**src/rtl/bbc_timing_pkg.sv**
```systemverilog
// Shared timing definitions for the 2 MHz / 1 MHz clock-enable generator.
package bbc_timing_pkg;

    typedef enum logic {
        ST_IDLE    = 1'b0,
        ST_STRETCH = 1'b1
    } stretch_state_e;

    localparam int DEFAULT_CLK_DIV = 16;

    // Extra ticks held after the access tick before the CPU may advance
    localparam logic [1:0] STALL_ALIGNED    = 2'd1;
    localparam logic [1:0] STALL_MISALIGNED = 2'd2;

endpackage

```
**src/rtl/mhz1_cycle_stretch_if.sv**
```systemverilog
// Bus between the address decoder / CPU side and the cycle-stretch block.
interface mhz1_cycle_stretch_if;
    logic mhz1_enable;
    logic stretch_en;
    logic cpu_clken;
    logic mhz1_clken;
    logic phase_1m;
    logic stretching;

    modport master (
        output mhz1_enable, stretch_en,
        input  cpu_clken, mhz1_clken, phase_1m, stretching
    );

    modport slave (
        input  mhz1_enable, stretch_en,
        output cpu_clken, mhz1_clken, phase_1m, stretching
    );
endinterface

```
**src/rtl/clken_divider.sv**
```systemverilog
// Divides the system clock down to a 2 MHz tick and derives the 1 MHz phase
// and the registered 1 MHz clock-enable pulse.
module clken_divider
    import bbc_timing_pkg::*;
#(
    parameter int CLK_DIV = DEFAULT_CLK_DIV
) (
    input  logic clock,
    input  logic reset,
    output logic tick,
    output logic phase_1m,
    output logic mhz1_clken
);
    localparam int CW = (CLK_DIV > 1) ? $clog2(CLK_DIV) : 1;
    localparam logic [CW-1:0] LAST = CW'(CLK_DIV - 1);

    logic [CW-1:0] div_cnt;

    assign tick = (div_cnt == LAST);

    always_ff @(posedge clock or posedge reset) begin
        if (reset) begin
            div_cnt    <= '0;
            phase_1m   <= 1'b0;
            mhz1_clken <= 1'b0;
        end else begin
            mhz1_clken <= 1'b0;
            if (tick) begin
                div_cnt    <= '0;
                phase_1m   <= ~phase_1m;
                // A 1 MHz edge is a tick where the phase was high going in
                mhz1_clken <= phase_1m;
            end else begin
                div_cnt <= div_cnt + 1'b1;
            end
        end
    end
endmodule

```
**src/rtl/mhz1_cycle_stretch.sv**
```systemverilog
// CPU clock-enable generator that stalls 1 MHz peripheral accesses so each
// such bus cycle finishes on a 1 MHz edge.
module mhz1_cycle_stretch
    import bbc_timing_pkg::*;
#(
    parameter int CLK_DIV = DEFAULT_CLK_DIV
) (
    input  logic                       clock,
    input  logic                       reset,
    mhz1_cycle_stretch_if.slave        bus
);
    logic tick;
    logic phase_1m;
    logic mhz1_clken;

    stretch_state_e state, state_nxt;
    logic [1:0]     stall_cnt, stall_nxt;
    logic           cpu_clken_q, cpu_clken_nxt;
    logic           stretching_q, stretching_nxt;

    clken_divider #(.CLK_DIV(CLK_DIV)) u_div (
        .clock      (clock),
        .reset      (reset),
        .tick       (tick),
        .phase_1m   (phase_1m),
        .mhz1_clken (mhz1_clken)
    );

    always_ff @(posedge clock or posedge reset) begin
        if (reset) begin
            state        <= ST_IDLE;
            stall_cnt    <= 2'd0;
            cpu_clken_q  <= 1'b0;
            stretching_q <= 1'b0;
        end else begin
            state        <= state_nxt;
            stall_cnt    <= stall_nxt;
            cpu_clken_q  <= cpu_clken_nxt;
            stretching_q <= stretching_nxt;
        end
    end

    always_comb begin
        state_nxt      = state;
        stall_nxt      = stall_cnt;
        cpu_clken_nxt  = 1'b0;
        stretching_nxt = stretching_q;
        if (tick) begin
            case (state)
                ST_IDLE: begin
                    if (bus.mhz1_enable && bus.stretch_en) begin
                        state_nxt      = ST_STRETCH;
                        stretching_nxt = 1'b1;
                        // Pre-toggle phase high: this tick is itself a 1 MHz edge,
                        // so the cycle must run on to the following edge.
                        stall_nxt      = phase_1m ? STALL_MISALIGNED : STALL_ALIGNED;
                    end else begin
                        cpu_clken_nxt = 1'b1;
                    end
                end
                ST_STRETCH: begin
                    if (stall_cnt == 2'd1) begin
                        state_nxt      = ST_IDLE;
                        stall_nxt      = 2'd0;
                        cpu_clken_nxt  = 1'b1;
                        stretching_nxt = 1'b0;
                    end else begin
                        stall_nxt = stall_cnt - 2'd1;
                    end
                end
                default: begin
                    state_nxt      = ST_IDLE;
                    stall_nxt      = 2'd0;
                    stretching_nxt = 1'b0;
                end
            endcase
        end
    end

    assign bus.cpu_clken  = cpu_clken_q;
    assign bus.stretching = stretching_q;
    assign bus.mhz1_clken = mhz1_clken;
    assign bus.phase_1m   = phase_1m;
endmodule

```
**src/flat_wrapper.sv**
```systemverilog
// flat-port wrapper written by rule: the top's interface ports become plain ports
module mhz1_cycle_stretch_flat import bbc_timing_pkg::*;
#(
    parameter int CLK_DIV = DEFAULT_CLK_DIV
)
  (clock, reset, bus_mhz1_enable, bus_stretch_en, bus_cpu_clken, bus_mhz1_clken, bus_phase_1m, bus_stretching);
  mhz1_cycle_stretch_if bus_i ();
  input  logic clock;
  input  logic reset;
  input wire logic [$bits(bus_i.mhz1_enable)-1:0] bus_mhz1_enable;
  input wire logic [$bits(bus_i.stretch_en)-1:0] bus_stretch_en;
  output wire logic [$bits(bus_i.cpu_clken)-1:0] bus_cpu_clken;
  output wire logic [$bits(bus_i.mhz1_clken)-1:0] bus_mhz1_clken;
  output wire logic [$bits(bus_i.phase_1m)-1:0] bus_phase_1m;
  output wire logic [$bits(bus_i.stretching)-1:0] bus_stretching;
  assign bus_i.mhz1_enable = bus_mhz1_enable;
  assign bus_i.stretch_en = bus_stretch_en;
  assign bus_cpu_clken = bus_i.cpu_clken;
  assign bus_mhz1_clken = bus_i.mhz1_clken;
  assign bus_phase_1m = bus_i.phase_1m;
  assign bus_stretching = bus_i.stretching;
  mhz1_cycle_stretch #(.CLK_DIV(CLK_DIV)) u_core (.clock(clock), .reset(reset), .bus(bus_i));
endmodule
```
**config.mk**
```make
export PLATFORM = sky130hd
export DESIGN_NAME = mhz1_cycle_stretch_flat
export DESIGN_NICKNAME = d
export VERILOG_FILES = /design/src/rtl/bbc_timing_pkg.sv /design/src/rtl/mhz1_cycle_stretch_if.sv /design/src/rtl/clken_divider.sv /design/src/rtl/mhz1_cycle_stretch.sv /design/src/flat_wrapper.sv
export SDC_FILE = /design/constraint.sdc
export NUM_CORES = 1
export LEC_CHECK = 0
export ABC_AREA = 1
export BUFFER_PORTS_ARGS = -buffer_cell sky130_fd_sc_hd__buf_2
export CAP_MARGIN = 20
export CORE_AREA = 2 2 39 41
export DETAILED_ROUTE_END_ITERATION = 8
export DIE_AREA = 0 0 41 43
export RECOVER_POWER = 50
export SYNTH_ARGS = -nofsm -noshare
export SYNTH_HDL_FRONTEND = slang
export SYNTH_HIERARCHICAL = 1
export SYNTH_SLANG_ARGS = --single-unit
```
**constraint.sdc**
```tcl
create_clock -name clock -period 1.4 [get_ports clock]
set_input_delay 0.28 -clock clock [delete_from_list [all_inputs] [get_ports clock]]
set_output_delay 0.28 -clock clock [all_outputs]
set_load 0.005 [all_outputs]
```
==> out/qor.csv, run 1 <==
metric,value,unit
status,completed,
crit path launch type,flip-flop,
starting density of the core,36.98,%
Total Routing Usage GR,12.35,%
number of global-route vias before repair,339,
Finished Cell Area,603.1,µm²
number of synthesized flops with an enable pin,0,
metal3 WL,42,µm
initial antenna violation count,0,
RSZ-0062 raised after global routing,no,
worst min-delay path class,in2reg,
CP max stage delay,0.41,ns
Max VDD drop,0.4654,mV
number of fill cells,151,
CTS tree,done,
clk_skew,0.001863,ns
"top cells by count, synth","nand2_1 (20), dfrtp_1 (11), inv_1 (10)",
setup TNS,0,ns
Total Wirelength,805,µm
root buf cell,clkbuf_4,
Yosys top cell area share,53.79,%
max_slew headroom,84.60,%
row cnt,14,
fin crit share,90.15,%
Setup WS pre-CTS,0.1433,ns
Final Wtd Congestion,0.5989,
dpl hpwl,643.9,µm
Die Span Y,43,µm
ys flop type,dfrtp_1,
DRT iter0 DRCs,4,
WS Path Type,reg2reg,
Yosys warnings,6,
Top Ports,8,
f_max,792.4,MHz
Final Setup Violations,0,
DRT antenna net count,0,
async set-reset flop share out of synthesis,100.0,%
Synthesized Nets,68,
buffers added on ports,7,
Critical Path RT,1.56,ns
CP cell instances,ha_1 > nand3_2 > clkinv_2 > nand2_2 > clkinv_1 > nand2_1 > nand2_1,
CTS buffer count,3,
register area share after synthesis,53.79,%
critical-path maximum fanout,6,
largest area contributor in the netlist,dfrtp_1,
Cell Pwr Density,1076,mW/mm²
synthesized flop and latch total,11,
Mapped Cells,62,
"Distinct cells, synth",14,
placed cell area,566.8,µm²
Max Used Layer,met3,
min Tclk post-route,1.262,ns
first-pass GRT wire length,1414,µm
Die W,41,µm
Worst-Margin Slew,0.2307,ns
# DRC,0,
Inst Count DP,85,
Final WS setup,0.1379,ns
CTS Buffer Depth,2,
most frequent CP cell,nand2_1,
maxcap violations,0,
Worst Path Arrival,1.42,ns
Syn Area/Cell,8.254,µm²
Finished Layout Cells,90,
DR vias/cell,4.189,
Diodes inserted,0,
die area,0.001763,mm²
grt ovf,0,
Area contributors post-synth,"dfrtp_1 (54%), nand2_1 (15%), inv_1 (7.3%)",
Fin. Hold Viols,0,
H-tree Lvls,1,
most common cell in the netlist,nand2_1,
Leakage,0.3694,nW
clock transition at the registers of the reported paths,0.07,ns
Final Max Slew Viols,0,
largest net degree at the start of global routing,7,
wl on met1,399,µm
layout cells sized above 1,21.62,%
WL met2,363,µm
DR WL/cell,8.944,µm
Syn Std Cell Area,511.7,µm²
"Net count, final",81,
clock sinks,11,
drt pass-1 iters,4,
worst-skew pair later-pin latency,0.26,ns
Area Growth Syn to Fin,17.85,%
via count,377,
Core Box Area,0.001384,mm²
"slowest stage cell, crit path",dfrtp_1,
Setup crit end kind,flip-flop,
[layout make-up]
| cell class | instances | area, µm² | share of cell area, % |
|---|---|---|---|
| well taps | 16 | 20.02 | 3.320 |
| clock buffers | 4 | 26.28 | 4.357 |
| repair buffers | 8 | 45.04 | 7.469 |
| flip-flops and latches | 11 | 275.3 | 45.64 |
| inverters | 13 | 50.05 | 8.299 |
| multi-input cells | 38 | 186.4 | 30.91 |
[flip-flops by register name, summed over array words and instances (netlist names)]
name                     count
u_core/u_div/phase_1m        1
u_core/bus.cpu_clken         1
u_core/u_div/div_cnt         4
u_core/stall_cnt             2
u_core/u_div/mhz1_clken      1
u_core/bus.stretching        1
u_core/state                 1
[cell families (layout without fill, tap and decap cells)]
family	count (synthesis)	after routing	synth area share, %
simple gates	34	34	28.85
buf+inv	13	25	9.778
xor+xnor	1	1	1.712
flops	11	11	53.79
fa+ha+maj	2	2	4.889
compound gates	1	1	0.9771
[critical path, delay by kind of cell (launching register included)]
family | cells | cell delay (ns)
flops | 1 | 0.41
fa+ha+maj | 1 | 0.25
simple gates | 4 | 0.31
buf+inv | 2 | 0.17
[layout by cell type (no fill, tap or decap)]
master and instances:
xor2_1 1, nand2_2 3, dlygate4sd3_1 1, inv_1 10, clkbuf_1 1, ha_1 2
nand4_1 1, inv_2 1, nor2_1 6, clkinv_2 1, dfrtp_1 11, buf_2 7
nand3_1 3, nand3_2 1, o21ai_1 1, clkbuf_4 3, nand2_1 20, clkinv_1 1
[routing by layer]
metal	track usage, %	vias to the layer above
li1	-	207
met1	16.95	163
met2	16.56	7
met3	4.712	0
met4	6.000	0
met5	0	-
[metrics by stage]
stage	hold WS (ns)	power, mW	utilization (%)
after floorplan	0.05852	0.4178	-
after global placement	0.2020	0.4397	40.96
after detailed placement	0.2011	0.4410	40.96
after CTS	0.3724	0.6588	43.58
after global routing	0.4289	0.6935	43.58
final	0.3792	0.6488	43.58
[worst paths after layout]
check | cells after the start | from | endpoint | slack [ns]
max | 7 | u_core/u_div/div_cnt[0] | u_core/stall_cnt[0] | 0.14
min | 5 | bus_stretch_en | u_core/bus.stretching | 0.38
max reg2reg | 7 | u_core/u_div/div_cnt[0] | u_core/stall_cnt[0] | 0.14
min reg2reg | 2 | u_core/bus.stretching | u_core/bus.stretching | 0.47
max in group asynchronous | 3 | reset | u_core/u_div/div_cnt[1] | 0.74
min in group asynchronous | 3 | reset | u_core/stall_cnt[1] | 0.45
[repair_timing]
action	in CTS	in global routing
resized for setup	0	0
hold endpoints to repair	11	0
hold buffers	1	0
buffers inserted	0	0
[power by group]
| part | switching, mW | internal [mW] | total (mW) | leakage (nW) |
|---|---|---|---|---|
| Combinational | 0.0458 | 0.0358 | 0.0816 | 0.217 |
| Clock | 0.104 | 0.110 | 0.215 | 0.0150 |
| Sequential | 0.0159 | 0.337 | 0.353 | 0.138 |
| Total | 0.166 | 0.483 | 0.649 | 0.369 |
Note: power is estimated with default switching activity, not from simulation.
==> run 2: changes to the inputs <==
- PLACE_DENSITY: default -> 0.59
==> run 2 against run 1 <==
Clock power decreased by 5%. Combinational power decreased by 2%. Largest power group unchanged. Critical path type unchanged. Non-clock buffer count unchanged.
==> out/qor.csv, run 2 (synthesis results as in run 1) <==
metric,value,unit,change
most frequent CP cell,nand2_1,,
layout cells sized above 1,20.27,%,-1.4 points
placed cell area,566.8,µm²,unchanged
worst-skew pair later-pin latency,0.26,ns,about the same
via count,393,,+4.2%
H-tree Lvls,1,,unchanged
Core Box Area,0.001384,mm²,unchanged
CTS tree,done,,
Total Routing Usage GR,11.41,%,-0.94 points
drt pass-1 iters,4,,unchanged
number of fill cells,147,,-2.6%
first-pass GRT wire length,1297,µm,-8.3%
Setup WS pre-CTS,0.1356,ns,-0.007622 ns
Total Wirelength,778,µm,-3.4%
WS Path Type,reg2reg,,
clock sinks,11,,unchanged
largest registers,"u_core/u_div/div_cnt x4, u_core/stall_cnt x2",,
# DRC,0,,unchanged
area occupied by multi-input gates,186.4,µm²,unchanged
buffers added on ports,7,,unchanged
Finished Cell Area,601.8,µm²,-0.21%
Die Span Y,43,µm,unchanged
Setup crit end kind,flip-flop,,
Cell Pwr Density,1059,mW/mm²,-1.6%
number of global-route vias before repair,323,,-4.7%
largest net degree at the start of global routing,7,,unchanged
DR WL/cell,8.644,µm,-3.4%
Leakage,0.3666,nW,-0.75%
min Tclk post-route,1.260,ns,-0.002242 ns
Worst-Margin Slew,0.2305,ns,-0.0001937 ns
grt ovf,0,,unchanged
DR vias/cell,4.367,,+4.2%
status,completed,,
CTS buffer count,3,,unchanged
Fin. Hold Viols,0,,unchanged
setup TNS,0,ns,unchanged
Final WS setup,0.1402,ns,+0.002242 ns
Max VDD drop,0.4607,mV,-1.0%
DRT iter0 DRCs,3,,-1
"slowest stage cell, crit path",dfrtp_1,,
Top Ports,8,,unchanged
DRT antenna net count,0,,unchanged
initial antenna violation count,0,,unchanged
worst min-delay path class,in2reg,,
starting density of the core,36.98,%,unchanged
post_cts resized,0,,unchanged
max_slew headroom,84.62,%,about the same
Area Growth Syn to Fin,17.60,%,
RSZ-0062 raised after global routing,no,,
Diodes inserted,0,,unchanged
dpl hpwl,621,µm,-3.6%
most frequent cells in the layout,"nand2_1 (20), dfrtp_1 (11), inv_1 (10), buf_2 (6), nor2_1 (6)",,
Final Wtd Congestion,0.6801,,+14%
worst hold slack,0.3880,ns,+0.008791 ns
Top delay family on crit path,flip-flops,,
"Net count, final",81,,unchanged
f_max,793.8,MHz,+0.18%
"most common cell after layout, fill and taps aside",nand2_1,,
crit path launch type,flip-flop,,
Critical Path RT,1.56,ns,about the same
CP max stage delay,0.41,ns,about the same
CTS Buffer Depth,2,,unchanged
WP buf/inv,2,,unchanged
root buf cell,clkbuf_4,,
Worst Path Arrival,1.41,ns,about the same
CP cell instances,ha_1 > nand3_2 > clkinv_2 > nand2_2 > clkinv_1 > nand2_1 > nand2_1,,
row cnt,14,,unchanged
Final Max Slew Viols,0,,unchanged
storage element area,275.3,µm²,unchanged
die area,0.001763,mm²,unchanged
Top reg by flops,u_core/u_div/div_cnt,,
clk_skew,0.001726,ns,-0.0001365 ns
Final Setup Violations,0,,unchanged
Die W,41,µm,unchanged
max reg flops,4,,unchanged
fin crit share,89.99,%,-0.16 points
maxcap violations,0,,unchanged
clock transition at the registers of the reported paths,0.06,ns,about the same
critical-path maximum fanout,6,,unchanged
[run 2: metal layers]
| metal | part of all wire, % | global-route usage (%) | vias to the layer above |
|---|---|---|---|
| li1 | - | - | 208 |
| met1 | 45 | 13.80 | 178 |
| met2 | 50 | 16.56 | 5 |
| met3 | 4.6 | 3.141 | 2 |
| met4 | 0.64 | 8.000 | 0 |
| met5 | 0 | 0 | - |
[run 2: worst reg2reg max path: cells and delay by family, from the launching register on]
family	cells	cell delay [ns]
flip-flops	1	0.41
AND/OR/NAND/NOR	4	0.32
adder cells (fa/ha/maj)	1	0.26
buffers and inverters	2	0.17
[run 2: final timing paths]
check,depth (start not counted),start,slack (ns),end
worst max-delay path,7,u_core/u_div/div_cnt[0],0.14,u_core/stall_cnt[0]
worst min-delay path,5,bus_stretch_en,0.39,u_core/bus.stretching
worst max register to register,7,u_core/u_div/div_cnt[0],0.14,u_core/stall_cnt[0]
worst min register to register,2,u_core/bus.stretching,0.47,u_core/bus.stretching
max in group asynchronous,3,reset,0.73,u_core/u_div/div_cnt[0]
min in group asynchronous,3,reset,0.47,u_core/stall_cnt[0]
[run 2: cell type report]
| cell class | instances | share of cell area, % |
|---|---|---|
| Clock buffer | 4 | 4.366 |
| Timing Repair Buffer | 8 | 7.277 |
| Tap cell | 16 | 3.326 |
| Sequential cell | 11 | 45.74 |
| Inverter | 13 | 8.316 |
| Multi-Input combinational cell | 38 | 30.98 |
[run 2: timing repair]
item	CTS	global route
hold buffers	1	0
setup buffers	0	0
hold endpoints to repair	11	0
endpoints found under the setup margin	0	0
[run 2: report_power, final]
group | switching [mW] | internal [mW]
registers | 0.0160 | 0.337
logic | 0.0449 | 0.0350
clock network | 0.0946 | 0.110
[run 2: metrics by stage]
step	utilization [%]	instances	power (mW)
final	43.49	90	0.6373
after global routing	43.49	90	0.6853
after CTS	43.58	90	0.6523
after detailed placement	40.96	85	0.4390
after global placement	40.96	85	0.4374
after floorplan	-	62	0.4178
